<file path="src/rtl/demux12_pkg.sv">
// rtl/demux12_pkg.sv - shared defaults and helpers for the 1-to-2 stream demux
// Purpose : default word/depth sizes, pointer-width helper and word type.
// Ports   : none (package).
package demux12_pkg;

  localparam int WIDTH_DEF = 32;
  localparam int DEPTH_DEF = 2;

  // Pointer width for a FIFO of the given depth; never narrower than 1 bit.
  function automatic int ptr_width(input int depth);
    return (depth > 1) ? $clog2(depth) : 1;
  endfunction

  typedef logic [WIDTH_DEF-1:0] word_t;

endpackage

</file>
<file path="src/rtl/demux12_stream_if.sv">
// rtl/demux12_stream_if.sv - producer/consumer handshake bundle for demux12_stream
// Purpose : groups the input stream, both output streams and the level taps.
// Ports   : master = producer + consumers (drives SEL/IN_*/OUTx_READY),
//           slave  = demux (drives IN_READY/OUTx_VALID/OUTx_DATA/LEVELx).
interface demux12_stream_if
  import demux12_pkg::*;
#(
  parameter int WIDTH = WIDTH_DEF,
  parameter int DEPTH = DEPTH_DEF
);
  localparam int LW = $clog2(DEPTH) + 1;

  logic             SEL;
  logic             IN_VALID;
  logic             IN_READY;
  logic [WIDTH-1:0] IN_DATA;
  logic             OUT0_VALID;
  logic             OUT0_READY;
  logic [WIDTH-1:0] OUT0_DATA;
  logic             OUT1_VALID;
  logic             OUT1_READY;
  logic [WIDTH-1:0] OUT1_DATA;
  logic [LW-1:0]    LEVEL0;
  logic [LW-1:0]    LEVEL1;

  modport master (
    output SEL, IN_VALID, IN_DATA, OUT0_READY, OUT1_READY,
    input  IN_READY, OUT0_VALID, OUT0_DATA, OUT1_VALID, OUT1_DATA, LEVEL0, LEVEL1
  );

  modport slave (
    input  SEL, IN_VALID, IN_DATA, OUT0_READY, OUT1_READY,
    output IN_READY, OUT0_VALID, OUT0_DATA, OUT1_VALID, OUT1_DATA, LEVEL0, LEVEL1
  );

endinterface

</file>
<file path="src/rtl/fifo_sync.sv">
// rtl/fifo_sync.sv - single-clock FIFO with level counter, one per demux channel
// Purpose : stores words in order; full/empty come from the level counter.
// Ports   : CLK, RST (async, active-high), PUSH/DIN write the tail,
//           POP advances the head, DOUT = head entry, FULL, EMPTY, LEVEL.
module fifo_sync
  import demux12_pkg::*;
#(
  parameter int WIDTH = WIDTH_DEF,
  parameter int DEPTH = DEPTH_DEF
) (
  input  logic                     CLK,
  input  logic                     RST,
  input  logic                     PUSH,
  input  logic                     POP,
  input  logic [WIDTH-1:0]         DIN,
  output logic [WIDTH-1:0]         DOUT,
  output logic                     FULL,
  output logic                     EMPTY,
  output logic [$clog2(DEPTH):0]   LEVEL
);
  localparam int PW = ptr_width(DEPTH);
  localparam int LW = $clog2(DEPTH) + 1;

  logic [WIDTH-1:0] mem_q [DEPTH];
  logic [WIDTH-1:0] mem_d [DEPTH];
  logic [PW-1:0]    wr_ptr_q, wr_ptr_d;
  logic [PW-1:0]    rd_ptr_q, rd_ptr_d;
  logic [LW-1:0]    level_q, level_d;
  logic             do_push, do_pop;

  assign FULL  = (level_q == LW'(DEPTH));
  assign EMPTY = (level_q == '0);
  assign LEVEL = level_q;
  // Head word comes straight from storage, so it is stable until popped.
  assign DOUT  = mem_q[rd_ptr_q];

  // Guarded locally too, so a stray push/pop can never over/underflow.
  assign do_push = PUSH & ~FULL;
  assign do_pop  = POP & ~EMPTY;

  always_comb begin
    mem_d    = mem_q;
    wr_ptr_d = wr_ptr_q;
    rd_ptr_d = rd_ptr_q;
    level_d  = level_q;
    if (do_push) begin
      mem_d[wr_ptr_q] = DIN;
      wr_ptr_d        = wr_ptr_q + 1'b1;   // depth is a power of two: natural wrap
    end
    if (do_pop) begin
      rd_ptr_d = rd_ptr_q + 1'b1;
    end
    case ({do_push, do_pop})
      2'b10:   level_d = level_q + 1'b1;
      2'b01:   level_d = level_q - 1'b1;
      default: level_d = level_q;
    endcase
  end

  always_ff @(posedge CLK or posedge RST) begin
    if (RST) begin
      mem_q    <= '{default: '0};
      wr_ptr_q <= '0;
      rd_ptr_q <= '0;
      level_q  <= '0;
    end else begin
      mem_q    <= mem_d;
      wr_ptr_q <= wr_ptr_d;
      rd_ptr_q <= rd_ptr_d;
      level_q  <= level_d;
    end
  end

endmodule

</file>
<file path="src/rtl/demux12_stream.sv">
// rtl/demux12_stream.sv - 1-to-2 stream demultiplexer with a FIFO per output channel
// Purpose : steers each accepted input word to channel SEL; channels buffer
//           independently so one stalled consumer never blocks the other.
// Ports   : CLK, RST (async, active-high), bus (demux12_stream_if.slave):
//           SEL/IN_VALID/IN_READY/IN_DATA input stream, OUTx_VALID/READY/DATA
//           output streams, LEVELx channel occupancy.
module demux12_stream
  import demux12_pkg::*;
#(
  parameter int WIDTH = WIDTH_DEF,
  parameter int DEPTH = DEPTH_DEF
) (
  input  logic                CLK,
  input  logic                RST,
  demux12_stream_if.slave     bus
);
  logic full0, full1;
  logic empty0, empty1;
  logic accept;
  logic push0, push1;
  logic pop0, pop1;

  // Ready looks only at the selected channel; it never depends on a pop in
  // the same cycle, so there is no ready-to-ready combinational path.
  assign bus.IN_READY = bus.SEL ? ~full1 : ~full0;
  assign accept       = bus.IN_VALID & bus.IN_READY;
  assign push0        = accept & ~bus.SEL;
  assign push1        = accept &  bus.SEL;

  assign bus.OUT0_VALID = ~empty0;
  assign bus.OUT1_VALID = ~empty1;
  assign pop0           = bus.OUT0_VALID & bus.OUT0_READY;
  assign pop1           = bus.OUT1_VALID & bus.OUT1_READY;

  fifo_sync #(.WIDTH(WIDTH), .DEPTH(DEPTH)) u_fifo0 (
    .CLK   (CLK),
    .RST   (RST),
    .PUSH  (push0),
    .POP   (pop0),
    .DIN   (bus.IN_DATA),
    .DOUT  (bus.OUT0_DATA),
    .FULL  (full0),
    .EMPTY (empty0),
    .LEVEL (bus.LEVEL0)
  );

  fifo_sync #(.WIDTH(WIDTH), .DEPTH(DEPTH)) u_fifo1 (
    .CLK   (CLK),
    .RST   (RST),
    .PUSH  (push1),
    .POP   (pop1),
    .DIN   (bus.IN_DATA),
    .DOUT  (bus.OUT1_DATA),
    .FULL  (full1),
    .EMPTY (empty1),
    .LEVEL (bus.LEVEL1)
  );

endmodule
</file>
<file path="src/flat_wrapper.sv">
// flat-port wrapper written by rule: the top's interface ports become plain ports
module demux12_stream_flat import demux12_pkg::*;
#(
  parameter int WIDTH = WIDTH_DEF,
  parameter int DEPTH = DEPTH_DEF
)
  (CLK, RST, bus_SEL, bus_IN_VALID, bus_IN_DATA, bus_OUT0_READY, bus_OUT1_READY, bus_IN_READY, bus_OUT0_VALID, bus_OUT0_DATA, bus_OUT1_VALID, bus_OUT1_DATA, bus_LEVEL0, bus_LEVEL1);
  demux12_stream_if #(.WIDTH(WIDTH), .DEPTH(DEPTH)) bus_i ();
  input  logic CLK;
  input  logic RST;
  input wire logic [$bits(bus_i.SEL)-1:0] bus_SEL;
  input wire logic [$bits(bus_i.IN_VALID)-1:0] bus_IN_VALID;
  input wire logic [$bits(bus_i.IN_DATA)-1:0] bus_IN_DATA;
  input wire logic [$bits(bus_i.OUT0_READY)-1:0] bus_OUT0_READY;
  input wire logic [$bits(bus_i.OUT1_READY)-1:0] bus_OUT1_READY;
  output wire logic [$bits(bus_i.IN_READY)-1:0] bus_IN_READY;
  output wire logic [$bits(bus_i.OUT0_VALID)-1:0] bus_OUT0_VALID;
  output wire logic [$bits(bus_i.OUT0_DATA)-1:0] bus_OUT0_DATA;
  output wire logic [$bits(bus_i.OUT1_VALID)-1:0] bus_OUT1_VALID;
  output wire logic [$bits(bus_i.OUT1_DATA)-1:0] bus_OUT1_DATA;
  output wire logic [$bits(bus_i.LEVEL0)-1:0] bus_LEVEL0;
  output wire logic [$bits(bus_i.LEVEL1)-1:0] bus_LEVEL1;
  assign bus_i.SEL = bus_SEL;
  assign bus_i.IN_VALID = bus_IN_VALID;
  assign bus_i.IN_DATA = bus_IN_DATA;
  assign bus_i.OUT0_READY = bus_OUT0_READY;
  assign bus_i.OUT1_READY = bus_OUT1_READY;
  assign bus_IN_READY = bus_i.IN_READY;
  assign bus_OUT0_VALID = bus_i.OUT0_VALID;
  assign bus_OUT0_DATA = bus_i.OUT0_DATA;
  assign bus_OUT1_VALID = bus_i.OUT1_VALID;
  assign bus_OUT1_DATA = bus_i.OUT1_DATA;
  assign bus_LEVEL0 = bus_i.LEVEL0;
  assign bus_LEVEL1 = bus_i.LEVEL1;
  demux12_stream #(.WIDTH(WIDTH), .DEPTH(DEPTH)) u_core (.CLK(CLK), .RST(RST), .bus(bus_i));
endmodule
</file>
<file path="config.mk">
export PLATFORM = sky130hd
export DESIGN_NAME = demux12_stream_flat
export DESIGN_NICKNAME = d
export VERILOG_FILES = /design/src/rtl/demux12_pkg.sv /design/src/rtl/demux12_stream_if.sv /design/src/rtl/fifo_sync.sv /design/src/rtl/demux12_stream.sv /design/src/flat_wrapper.sv
export SDC_FILE = /design/constraint.sdc
export NUM_CORES = 1
export LEC_CHECK = 0
export BUFFER_PORTS_ARGS = -buffer_cell sky130_fd_sc_hd__buf_4
export CORE_MARGIN = 8
export CORE_UTILIZATION = 28
export DETAILED_ROUTE_END_ITERATION = 10
export GPL_ROUTABILITY_DRIVEN = 0
export SLEW_MARGIN = 10
export SYNTH_ARGS = -nofsm -noshare
export SYNTH_HDL_FRONTEND = slang
export SYNTH_SLANG_ARGS = --single-unit
</file>
<file path="constraint.sdc">
create_clock -name CLK -period 5.02 [get_ports CLK]
set_input_delay 1.004 -clock CLK [delete_from_list [all_inputs] [get_ports CLK]]
set_output_delay 1.004 -clock CLK [all_outputs]
set_load 0.05 [all_outputs]
</file>
# Word-level counts from Yosys, hierarchy flattened
# Cells that the tools add are included.
[totals]
romBits = 0
ff_bits = 136
input_bits = 38
ramBits = 0
memories = 0
latchBits = 0
[op_classes]
reduce_logical = 6
shift = 0
div_mod_pow = 0
mul = 0
magnitude_cmp = 6
n_addsub = 8
muxes = 15
eq_ne = 6
n_bitwise = 18
[op_table]
columns = ["operator", "count"]
rows = [
  ["two-way mux 32 bit", 8],
  ["bitwise mux 64 bit", 2],
  ["demux 32 bit (select 1 bit)", 2],
  ["bitwise AND 1 bit", 9],
  ["== test 2 bit (second input constant)", 4],
  [">= comparator 2 bit (second input constant)", 4],
  ["inverter 1 -> 2 bit", 4],
  ["one-hot mux 2 bit (2 select lines)", 2],
  ["inverter 1 bit", 5],
  ["adder 1 bit (second input constant)", 4],
  ["adder 2 x 1 -> 2 bit (second input constant)", 2],
  ["== test 2 x 1 -> 1 bit (second input constant)", 2],
  ["logical NOT 2 bit", 2],
  ["< comparator 2 x 1 -> 1 bit (second input constant)", 2],
  ["nonzero test 2 bit", 2],
  ["subtractor 2 x 1 -> 2 bit (second input constant)", 2],
  ["logical AND 1 bit", 2],
  ["two-way mux 1 bit", 1],
]

# Depth between registers and ports, before layout
# Gate-level depths: netlist of run 1.
[depth]
word_depth = 8
ltp_mapped = 6
depth_no_buf = 6

# By module
# From an unflattened synthesis of run 1, not the netlist that was laid out.
[unflattened]
cells_unflattened = 387
hier_area_um2 = 6319.8
[by_module_without_submodules]
columns = ["mod", "cells_per_inst", "seq_area_each_um2", "instances", "area_each_um2"]
rows = [
  ["fifo_sync", 190, 1701.6, 2, 3136.8],
  ["demux12_stream", 7, 0.0, 1, 46.3],
]

# Worst setup path after synthesis of run 1
# OpenSTA, ideal clock, no wires.
[synth_path]
path_kind = "input to output"
from = "input port bus_SEL"
to = "output port bus_IN_READY"
t_arrival_ps = 1796
cell_stages = 2
setup_slack_ps = 2220
path_cell_list = "nor2_1 a21oi_1"
[synth_via]
elab_chain_cells = 1
[synth_rtl]
columns = ["element", "line", "rtl"]
rows = [
  ["start, declared", "flat_wrapper.sv:11", "input wire logic [$bits(bus_i.SEL)-1:0] bus_SEL;"],
  ["two-way mux 1 bit", "demux12_stream.sv:25", "assign bus.IN_READY = bus.SEL ? ~full1 : ~full0;"],
  ["end, declared", "flat_wrapper.sv:16", "output wire logic [$bits(bus_i.IN_READY)-1:0] bus_IN_READY;"],
]
# Every way passes these cells.

# Worst setup path after layout of run 1
[layout_path]
from = "register u_core.u_fifo0.rd_ptr_q"
to = "output port bus_OUT0_DATA[9]"
[layout_via]
elab_chain_cells = 4
[layout_rtl]
columns = ["element", "line", "rtl"]
rows = [
  ["start, declared", "fifo_sync.sv:27", "logic [PW-1:0] rd_ptr_q, rd_ptr_d;"],
  ["start signal, assigned", "fifo_sync.sv:69", "rd_ptr_q <= rd_ptr_d;"],
  ["inverter 1 -> 2 bit (implied by the code)", "fifo_sync.sv:35", "assign DOUT = mem_q[rd_ptr_q];"],
  ["two-way mux 32 bit (implied by the code) (3 in a row)", "fifo_sync.sv:35", ""],
  ["end, declared", "flat_wrapper.sv:18", "output wire logic [$bits(bus_i.OUT0_DATA)-1:0] bus_OUT0_DATA;"],
]
# Every way passes these cells. The select of a mux whose other input is x is not followed.

==> results of run 1 <==
-- per-stage QoR --
step                      area [µm²]  hold slack, ns  cells  worst slack (ns)
after floorplan                 5963          0.4541    380            0.3765
after global placement          7022          0.4656    747             2.183
after detailed placement        7022          0.4791    747             2.149
after CTS                       7654          0.4923    778             1.883
after global routing            7654          0.4991    778             1.840
final                           7654          0.4862    778             1.951
-- worst max-delay path, delay by kind of cell, from the launching register on --
kind	cells	cell delay [ns]
multiplexers	1	0.44
buffers and inverters	1	0.20
flip-flops	1	1.00
-- worst max path at each step --
stage | slack, ns | to | cells after the start | startpoint
5_1_grt | 1.84 | bus_OUT0_DATA[26] | 2 | u_core.u_fifo0.rd_ptr_q$_DFFE_PP0P_
2_1_floorplan | 0.38 | u_core.u_fifo0.LEVEL[0]$_DFFE_PP0P_ | 1 | RST
3_3_place_gp | 2.18 | u_core.u_fifo1.mem_q[61]$_DFFE_PP0P_ | 5 | bus_IN_VALID
3_5_place_dp | 2.15 | u_core.u_fifo1.mem_q[53]$_DFFE_PP0P_ | 5 | bus_SEL
4_1_cts | 1.88 | bus_OUT0_DATA[2] | 2 | u_core.u_fifo0.rd_ptr_q$_DFFE_PP0P_
6_report | 1.95 | bus_OUT0_DATA[9] | 2 | u_core.u_fifo0.rd_ptr_q$_DFFE_PP0P_
-- state kept, by name (all words and copies together) (netlist names) --
signal	count
u_core.u_fifo1.mem_q	64
u_core.u_fifo0.mem_q	64
u_core.u_fifo1.wr_ptr_q	1
u_core.u_fifo0.rd_ptr_q	1
u_core.u_fifo0.LEVEL	2
u_core.u_fifo1.rd_ptr_q	1
u_core.u_fifo1.LEVEL	2
u_core.u_fifo0.wr_ptr_q	1
-- cell type report --
cell class	instances	area, µm²
Inverter	1	8.758
Timing Repair Buffer	113	848.3
Tap cell	275	344.1
Clock buffer	24	491.7
Clock inverter	7	140.1
Multi-Input combinational cell	222	2415
Sequential cell	136	3406
Fill cell	2058	13300
-- kinds of logic (layout without fill, tap and decap cells) --
family,count (synthesis),after routing,share of synthesized area (%)
simple gates,17,17,2.161
compound gates,1,1,0.08385
flops,136,136,57.07
xor+xnor,10,10,1.469
fa+ha+maj,2,2,0.4196
mux,192,192,36.26
buf+inv,22,145,2.539
-- metal layers --
metal / GRT usage, % / wire length [µm] / up-vias
met5: 0 / 0 / -
met4: 3.325 / 138 / 0
met3: 3.771 / 600 / 10
met2: 18.39 / 7005 / 68
met1: 12.89 / 5966 / 1837
li1: - / - / 1576
-- cells in the mapped netlist (all sizes together) --
| cell type | n |
|---|---|
| nand4b | 1 |
| and2 | 2 |
| mux2 | 192 |
| xnor2 | 6 |
| inv | 1 |
| a21oi | 1 |
| nor3 | 1 |
| nand2 | 1 |
| and4bb | 1 |
| clkbuf | 2 |
| nor2b | 1 |
| nand2b | 2 |
| nand3b | 1 |
| nand3 | 1 |
| dfrtp | 136 |
| nand4 | 1 |
| xor2 | 4 |
| nor2 | 3 |
| buf | 19 |
| ha | 2 |
| or2 | 2 |
==> flow_metrics.py, run 1 <==
metrics = {
    "critical_path": {
        "worstSetupStartpointType": "flop",
        "reg2reg_from": "u_core.u_fifo1.LEVEL[1]$_DFFE_PP0P_",
        "crit_type": "flop to output pin",
        "worstSetupEndpointType": "output pin",
        "path_cells": "mux2_2, buf_4",
        "cp.arrival_ns": 2.07,
        "worstPathRequired_ns": 4.02,
        "worstPathMaxFanout": 33,
        "slowest_stage": "dfrtp_2",
        "r2r_setup_slack_ns": 2.75,
        "r2r-end": "u_core.u_fifo1.mem_q[51]$_DFFE_PP0P_",
        "slowest_delay_ns": 1.00,
        "r2r_cells": 4,
    },
    "yosys": {
        "synth.distinct_cells": 25,
        "synth_seq_area_share_pct": 57.07,
        "ys_top_cells_by_area": "dfrtp_1 57%, mux2_2 35%, buf_6 1.1%, mux2_1 0.94%, xnor2_1 0.88%",
        "ys_warn_count": 0,
        "synth.top_cell.area_share_pct": 57.07,
        "synth_seq_cells": 136,
        "yosysTopAreaCell": "dfrtp_1",
        "netlist_instances": 380,
        "synth_fp_nets": 420,
        "avgSynthCellArea_um2": 15.69,
        "syn_area_mm2": 0.005963,
    },
    "clocking": {
        "cts_buffer_depth": 2,
        "cts.sinks": 136,
        "post_cts_buffers": 0,
        "cts_made_buffers": 17,
        "clk_latency_ns": 0.40,
        "root_buffer": "clkbuf_16",
        "cts-htree-levels": 4,
        "path_clk_slew_ns": 0.06,
        "cts-hold-fix-buffers": 0,
        "ctsResizeCount": 0,
        "cts_tree": "yes",
    },
    "sta": {
        "fin_crit_sh_pct": 61.14,
        "finClkSkew_ns": 0.007688,
        "hold_violations": 0,
        "rsz0062_at_grt": "no",
        "drv_slew": 0,
        "tightest_slew_ns": 1.141,
        "finalSetupViolCount": 0,
        "setup_tns_ns": 0,
        "slew_headroom_pct": 23.95,
        "fin_crit_ns": 3.069,
        "timing.fmax_mhz": 325.8,
    },
    "global_route": {
        "grt_overflow": 0,
        "track_usage_pct": 10.92,
        "grt_pass1_vias": 4044,
        "grt_first_pass_wirelength_mm": 22.35,
        "grt_max_degree": 72,
        "antenna_found_initial": 0,
    },
    "layout": {
        "final_cell_mix": "187 x mux2_2, 134 x dfrtp_1, 113 x buf_4, 17 x clkbuf_16, 6 x xnor2_1",
        "diodes": 0,
        "final_nets": 531,
        "postLayoutCoreUtil_pct": 36.52,
        "area_growth_pct": 28.35,
        "final_common_cell": "mux2_2",
        "drive_above_1_share_pct": 67.20,
    },
    "drt": {
        "wire_per_inst_um": 17.62,
        "vias": 3491,
        "vias_per_cell": 4.487,
        "drt-pass1-iter-count": 4,
        "routed_wl_mm": 13.71,
        "antenna_left": 0,
        "drc": 0,
        "drtIter0Drc": 59,
    },
    "floorplan": {
        "die_w_um": 161.9,
        "rows": 53,
        "dieHeight_um": 161.9,
        "dieArea_mm2": 0.02622,
        "ios": 109,
        "core_area_mm2": 0.02096,
        "start_util_pct": 28.46,
    },
    "place": {
        "port_buffers": 108,
        "place_hpwl_mm": 8.867,
    },
    "flow_run": {
        "max_cap_violations": 0,
    },
    "hold_path": {
        "hp-start": "u_core.u_fifo1.mem_q[23]$_DFFE_PP0P_",
        "holdPathEnd": "u_core.u_fifo1.mem_q[23]$_DFFE_PP0P_",
        "min_path_type": "flop to flop",
        "worstHoldPathCells": 1,
    },
    "run_status": {
        "status": "finished clean",
    },
}
Power of run 1 is not shown: default switching activity piles up to over one toggle a cycle in this logic, so the estimate is an artifact.
==> run 2: changes to the inputs <==
clock period = 3.1 ns   (was 5.02 ns; I/O delays follow)
==> flow_metrics.py, run 2 (synthesis gave the netlist of run 1 again) <==
metrics = {
    "clocking": {
        "post_cts_buffers": 0,
        "cts-hold-fix-buffers": 0,
        "cts_made_buffers": 17,
        "cts.sinks": 136,
        "path_clk_slew_ns": 0.06,
        "root_buffer": "clkbuf_16",
        "cts_buffer_depth": 2,
        "ctsResizeCount": 0,
        "cts-htree-levels": 4,
        "cts_tree": "yes",
        "clk_latency_ns": 0.41,
    },
    "critical_path": {
        "cp.arrival_ns": 2.02,
        "r2r_setup_slack_ns": 1.09,
        "r2r-end": "u_core.u_fifo0.mem_q[37]$_DFFE_PP0P_",
        "worstSetupEndpointType": "output pin",
        "crit_type": "flop to output pin",
        "r2r_cells": 4,
        "path_cells": "mux2_2, buf_4",
        "slowest_stage": "dfrtp_2",
        "worstSetupStartpointType": "flop",
        "worstPathRequired_ns": 2.48,
        "slowest_delay_ns": 0.97,
        "worstPathMaxFanout": 33,
        "reg2reg_from": "u_core.u_fifo0.LEVEL[0]$_DFFE_PP0P_",
    },
    "global_route": {
        "grt_first_pass_wirelength_mm": 22.28,
        "track_usage_pct": 10.79,
        "grt_max_degree": 137,
        "grt_pass1_vias": 4104,
        "grt_overflow": 0,
        "antenna_found_initial": 0,
    },
    "sta": {
        "finClkSkew_ns": 0.007394,
        "finalSetupViolCount": 0,
        "fin_crit_sh_pct": 85.04,
        "slew_headroom_pct": 38.73,
        "timing.fmax_mhz": 379.3,
        "tightest_slew_ns": 0.9190,
        "setup_tns_ns": 0,
        "hold_violations": 0,
        "fin_crit_ns": 2.636,
        "drv_slew": 0,
        "rsz0062_at_grt": "no",
    },
    "drt": {
        "vias_per_cell": 4.467,
        "routed_wl_mm": 13.60,
        "drc": 0,
        "drtIter0Drc": 71,
        "drt-pass1-iter-count": 4,
        "antenna_left": 0,
        "vias": 3484,
        "wire_per_inst_um": 17.44,
    },
    "floorplan": {
        "ios": 109,
        "dieHeight_um": 161.9,
        "core_area_mm2": 0.02096,
        "rows": 53,
        "dieArea_mm2": 0.02622,
        "start_util_pct": 28.46,
        "die_w_um": 161.9,
    },
    "layout": {
        "final_common_cell": "mux2_2",
        "area_growth_pct": 30.09,
        "diodes": 0,
        "reg_top3": "u_core.u_fifo0.mem_q: 64 flops, u_core.u_fifo1.mem_q: 64 flops",
        "final_cell_mix": "187 x mux2_2, 134 x dfrtp_1, 111 x buf_4, 17 x clkbuf_16, 7 x bufinv_16",
        "final_nets": 532,
        "drive_above_1_share_pct": 67.72,
    },
    "place": {
        "port_buffers": 108,
        "place_hpwl_mm": 8.755,
    },
    "run_status": {
        "status": "finished clean",
    },
    "hold_path": {
        "min_path_type": "input pin to asynchronous set/reset pin",
    },
    "flow_run": {
        "max_cap_violations": 0,
    },
}
==> run 2: cell types whose count changed in the layout (fill, tap and decap cells not counted), sizes merged <==
| cell | before | now |
|---|---|---|
| clkinvlp | 2 | 3 |
| clkbuf | 24 | 19 |
| buf | 113 | 114 |
| inv | 1 | 0 |
| clkinv | 1 | 4 |
| bufinv | 4 | 7 |
==> run 2: per-stage QoR <==
step                      instances  hold WS, ns  worst slack, ns  instance area, µm²  utilization (%)
final                           780       0.4262           0.4639                7757            37.02
after global routing            780       0.4345           0.3453                7757            37.02
after CTS                       780       0.4303           0.4166                7757            37.02
after detailed placement        748       0.4755           0.8565                7066            33.72
after global placement          748       0.4652           0.8771                7066            33.72
after floorplan                 380       0.4541           0.7489                5967                -
==> run 2: metal layers <==
layer / up-vias / track usage, % / wire, µm
met3: 8 / 3.442 / 593
met1: 1828 / 12.60 / 5896
met2: 69 / 18.43 / 6964
met5: - / 0 / 0
met4: 0 / 3.535 / 149
li1: 1579 / - / -
==> run 2: how the worst max path moves through the flow <==
| stage | end | startpoint | slack (ns) | cells past startpoint |
|---|---|---|---|---|
| detailed placement | u_core.u_fifo0.mem_q[37]$_DFFE_PP0P_ | bus_SEL | 0.86 | 4 |
| global placement | u_core.u_fifo0.mem_q[34]$_DFFE_PP0P_ | bus_SEL | 0.88 | 4 |
| global route | bus_OUT0_DATA[15] | u_core.u_fifo0.rd_ptr_q$_DFFE_PP0P_ | 0.35 | 2 |
| floorplan | bus_IN_READY | u_core.u_fifo0.LEVEL[0]$_DFFE_PP0P_ | 0.75 | 3 |
| finish | bus_OUT0_DATA[15] | u_core.u_fifo0.rd_ptr_q$_DFFE_PP0P_ | 0.46 | 2 |
| CTS | bus_OUT0_DATA[15] | u_core.u_fifo0.rd_ptr_q$_DFFE_PP0P_ | 0.42 | 2 |
==> run 2: area by class of cell <==
cell class                      count  area [µm²]
Clock buffer                       19       442.9
Timing Repair Buffer              114       893.4
Inverter                            1       7.507
Multi-Input combinational cell    222        2415
Fill cell                        2055       13200
Sequential cell                   136        3406
Tap cell                          275       344.1
Clock inverter                     13       249.0
==> run 2: critical path: cells and delay by family, from the launching register on <==
kind	cells	cell delay [ns]
flip-flops	1	0.97
multiplexers	1	0.43
buffers and inverters	1	0.19
Power of run 2 is left out for the same reason.
==> run 3: changes to the inputs <==
--- a/config.mk
+++ b/config.mk
@@ -8,2 +8,3 @@
 export BUFFER_PORTS_ARGS = -buffer_cell sky130_fd_sc_hd__buf_4
+export CAP_MARGIN = 15
 export CORE_MARGIN = 8
@@ -16 +17,2 @@
 export SYNTH_SLANG_ARGS = --single-unit
+export TNS_END_PERCENT = 20
--- a/constraint.sdc
+++ b/constraint.sdc
@@ -3,2 +3,2 @@
 set_output_delay 0.62 -clock CLK [all_outputs]
-set_load 0.05 [all_outputs]
+set_load 0.01 [all_outputs]
==> flow_metrics.py, run 3 (synthesis gave the netlist of run 1 again) <==
metrics = {
    "sta": {
        "fin_crit_ns": 2.462,
        "finClkSkew_ns": 0.009162,
        "drv_slew": 0,
        "rsz0062_at_grt": "no",
        "setup_tns_ns": 0,
        "timing.fmax_mhz": 406.1,
        "fin_crit_sh_pct": 79.43,
        "slew_headroom_pct": 50.27,
        "layout_setup_ws_ns": 0.6376,
        "finalSetupViolCount": 0,
        "tightest_slew_ns": 0.7459,
        "hold_violations": 0,
    },
    "place": {
        "dpl_cell_area_mm2": 0.007081,
        "pre_cts_ws_ns": 1.001,
        "port_buffers": 108,
        "place_hpwl_mm": 9.110,
    },
    "layout": {
        "design_area_mm2": 0.007721,
        "diodes": 0,
        "final_nets": 534,
        "final_common_cell": "mux2_2",
        "final_cell_mix": "187 x mux2_2, 134 x dfrtp_1, 113 x buf_4, 17 x clkbuf_16, 6 x xnor2_1",
        "postLayoutCoreUtil_pct": 36.85,
        "area_growth_pct": 29.48,
        "reg_top3": "u_core.u_fifo0.mem_q: 64 flops, u_core.u_fifo1.mem_q: 64 flops",
        "drive_above_1_share_pct": 67.59,
    },
    "global_route": {
        "grt_use_met1_pct": 12.88,
        "grt_use_met2_pct": 18.14,
        "grt_overflow": 0,
        "track_usage_pct": 10.76,
        "antenna_found_initial": 0,
        "grt_max_degree": 137,
        "busiest_layer": "met2",
        "grt_first_pass_wirelength_mm": 21.91,
        "grt_pass1_vias": 3955,
        "met3_usage_pct": 3.442,
    },
    "critical_path": {
        "r2r_cells": 4,
        "worstSetupEndpointType": "output pin",
        "crit_type": "flop to output pin",
        "reg2reg_from": "u_core.u_fifo1.LEVEL[1]$_DFFE_PP0P_",
        "worstPathMaxFanout": 15,
        "worstSetupStartpointType": "flop",
        "cp.arrival_ns": 1.84,
        "r2r-end": "u_core.u_fifo1.mem_q[55]$_DFFE_PP0P_",
        "r2r_setup_slack_ns": 1.22,
        "worstPathRequired_ns": 2.48,
    },
    "floorplan": {
        "dieHeight_um": 161.9,
        "dieArea_mm2": 0.02622,
        "die_w_um": 161.9,
        "ios": 109,
        "rows": 53,
        "start_util_pct": 28.46,
        "core_area_mm2": 0.02096,
    },
    "clocking": {
        "path_clk_slew_ns": 0.06,
        "cts-htree-levels": 4,
        "ctsResizeCount": 0,
        "post_cts_buffers": 0,
        "cts_made_buffers": 17,
        "cts-hold-fix-buffers": 0,
        "cts_buffer_depth": 2,
        "cts.sinks": 136,
        "root_buffer": "clkbuf_16",
        "cts_tree": "yes",
        "clk_latency_ns": 0.41,
    },
    "pwr": {
        "p_per_area_mw_per_mm2": 1195,
        "p_leak_uw": 0.003384,
        "p_total_uw": 9227,
        "peakVddDrop_mv": 0.5119,
    },
    "drt": {
        "routed_wl_mm": 13.49,
        "vias_per_cell": 4.388,
        "wire_per_inst_um": 17.28,
        "vias": 3427,
        "drt-pass1-iter-count": 4,
        "antenna_left": 0,
        "drc": 0,
        "drtIter0Drc": 61,
    },
    "flow_run": {
        "max_cap_violations": 0,
    },
    "hold_path": {
        "min_path_type": "input pin to asynchronous set/reset pin",
    },
    "run_status": {
        "status": "finished clean",
    },
}
## run 3: cell count changes in the layout (fill, tap and decap cells not counted)
cell / previous run / this run
clkbuf_8: 1 / 5
bufinv_16: 7 / 4
buf_4: 111 / 113
clkinvlp_4: 3 / 1
clkbuf_1: 1 / 2
clkinv_2: 3 / 2
## run 3: where the power goes
| part | switching (µW) | total, µW | internal [µW] | leakage [µW] |
|---|---|---|---|---|
| clock | 732 | 2180 | 1450 | 0.000316 |
| sequential | 551 | 3240 | 2690 | 0.00161 |
| combinational | 1480 | 3810 | 2320 | 0.00145 |
| total | 2770 | 9230 | 6460 | 0.00338 |
## run 3: worst max path at each step
stage                                         from                                   end  slack, ns
2_1_floorplan                                  RST   u_core.u_fifo0.LEVEL[0]$_DFFE_PP0P_       0.79
3_3_place_gp   u_core.u_fifo0.rd_ptr_q$_DFFE_PP0P_                      bus_OUT0_DATA[9]       1.02
3_5_place_dp                               bus_SEL  u_core.u_fifo1.mem_q[55]$_DFFE_PP0P_       1.00
4_1_cts        u_core.u_fifo0.rd_ptr_q$_DFFE_PP0P_                      bus_OUT0_DATA[8]       0.56
5_1_grt        u_core.u_fifo1.rd_ptr_q$_DFFE_PP0P_                      bus_OUT1_DATA[9]       0.53
6_report       u_core.u_fifo0.rd_ptr_q$_DFFE_PP0P_                      bus_OUT0_DATA[8]       0.64
## run 3: per-layer routing
metal	vias up	wire length [µm]
met3	8	641
met1	1756	5911
met4	0	116
met2	72	6824
met5	-	0
li1	1591	-
## run 3: critical path, stage by stage (launching register included)
cell     delay, ns
dfrtp_2       0.61
buf_4         0.29
mux2_2        0.37
buf_4         0.15
## run 3: final cells by class
class	count	area [µm²]
fillers	2029	13230
flip-flops and latches	136	3406
multi-input cells	222	2415
repair buffers	116	908.4
clock buffers	24	501.7
well taps	275	344.1
clock inverters	7	138.9
inverters	1	7.507
## run 3: metrics by stage
| stage | hold slack [ns] | std cells |
|---|---|---|
| floorplan | 0.4541 | 380 |
| global placement | 0.4676 | 750 |
| detailed placement | 0.4755 | 750 |
| CTS | 0.4313 | 781 |
| global route | 0.4359 | 781 |
| finish | 0.3899 | 781 |
Note: power is estimated with default switching activity, not from simulation.
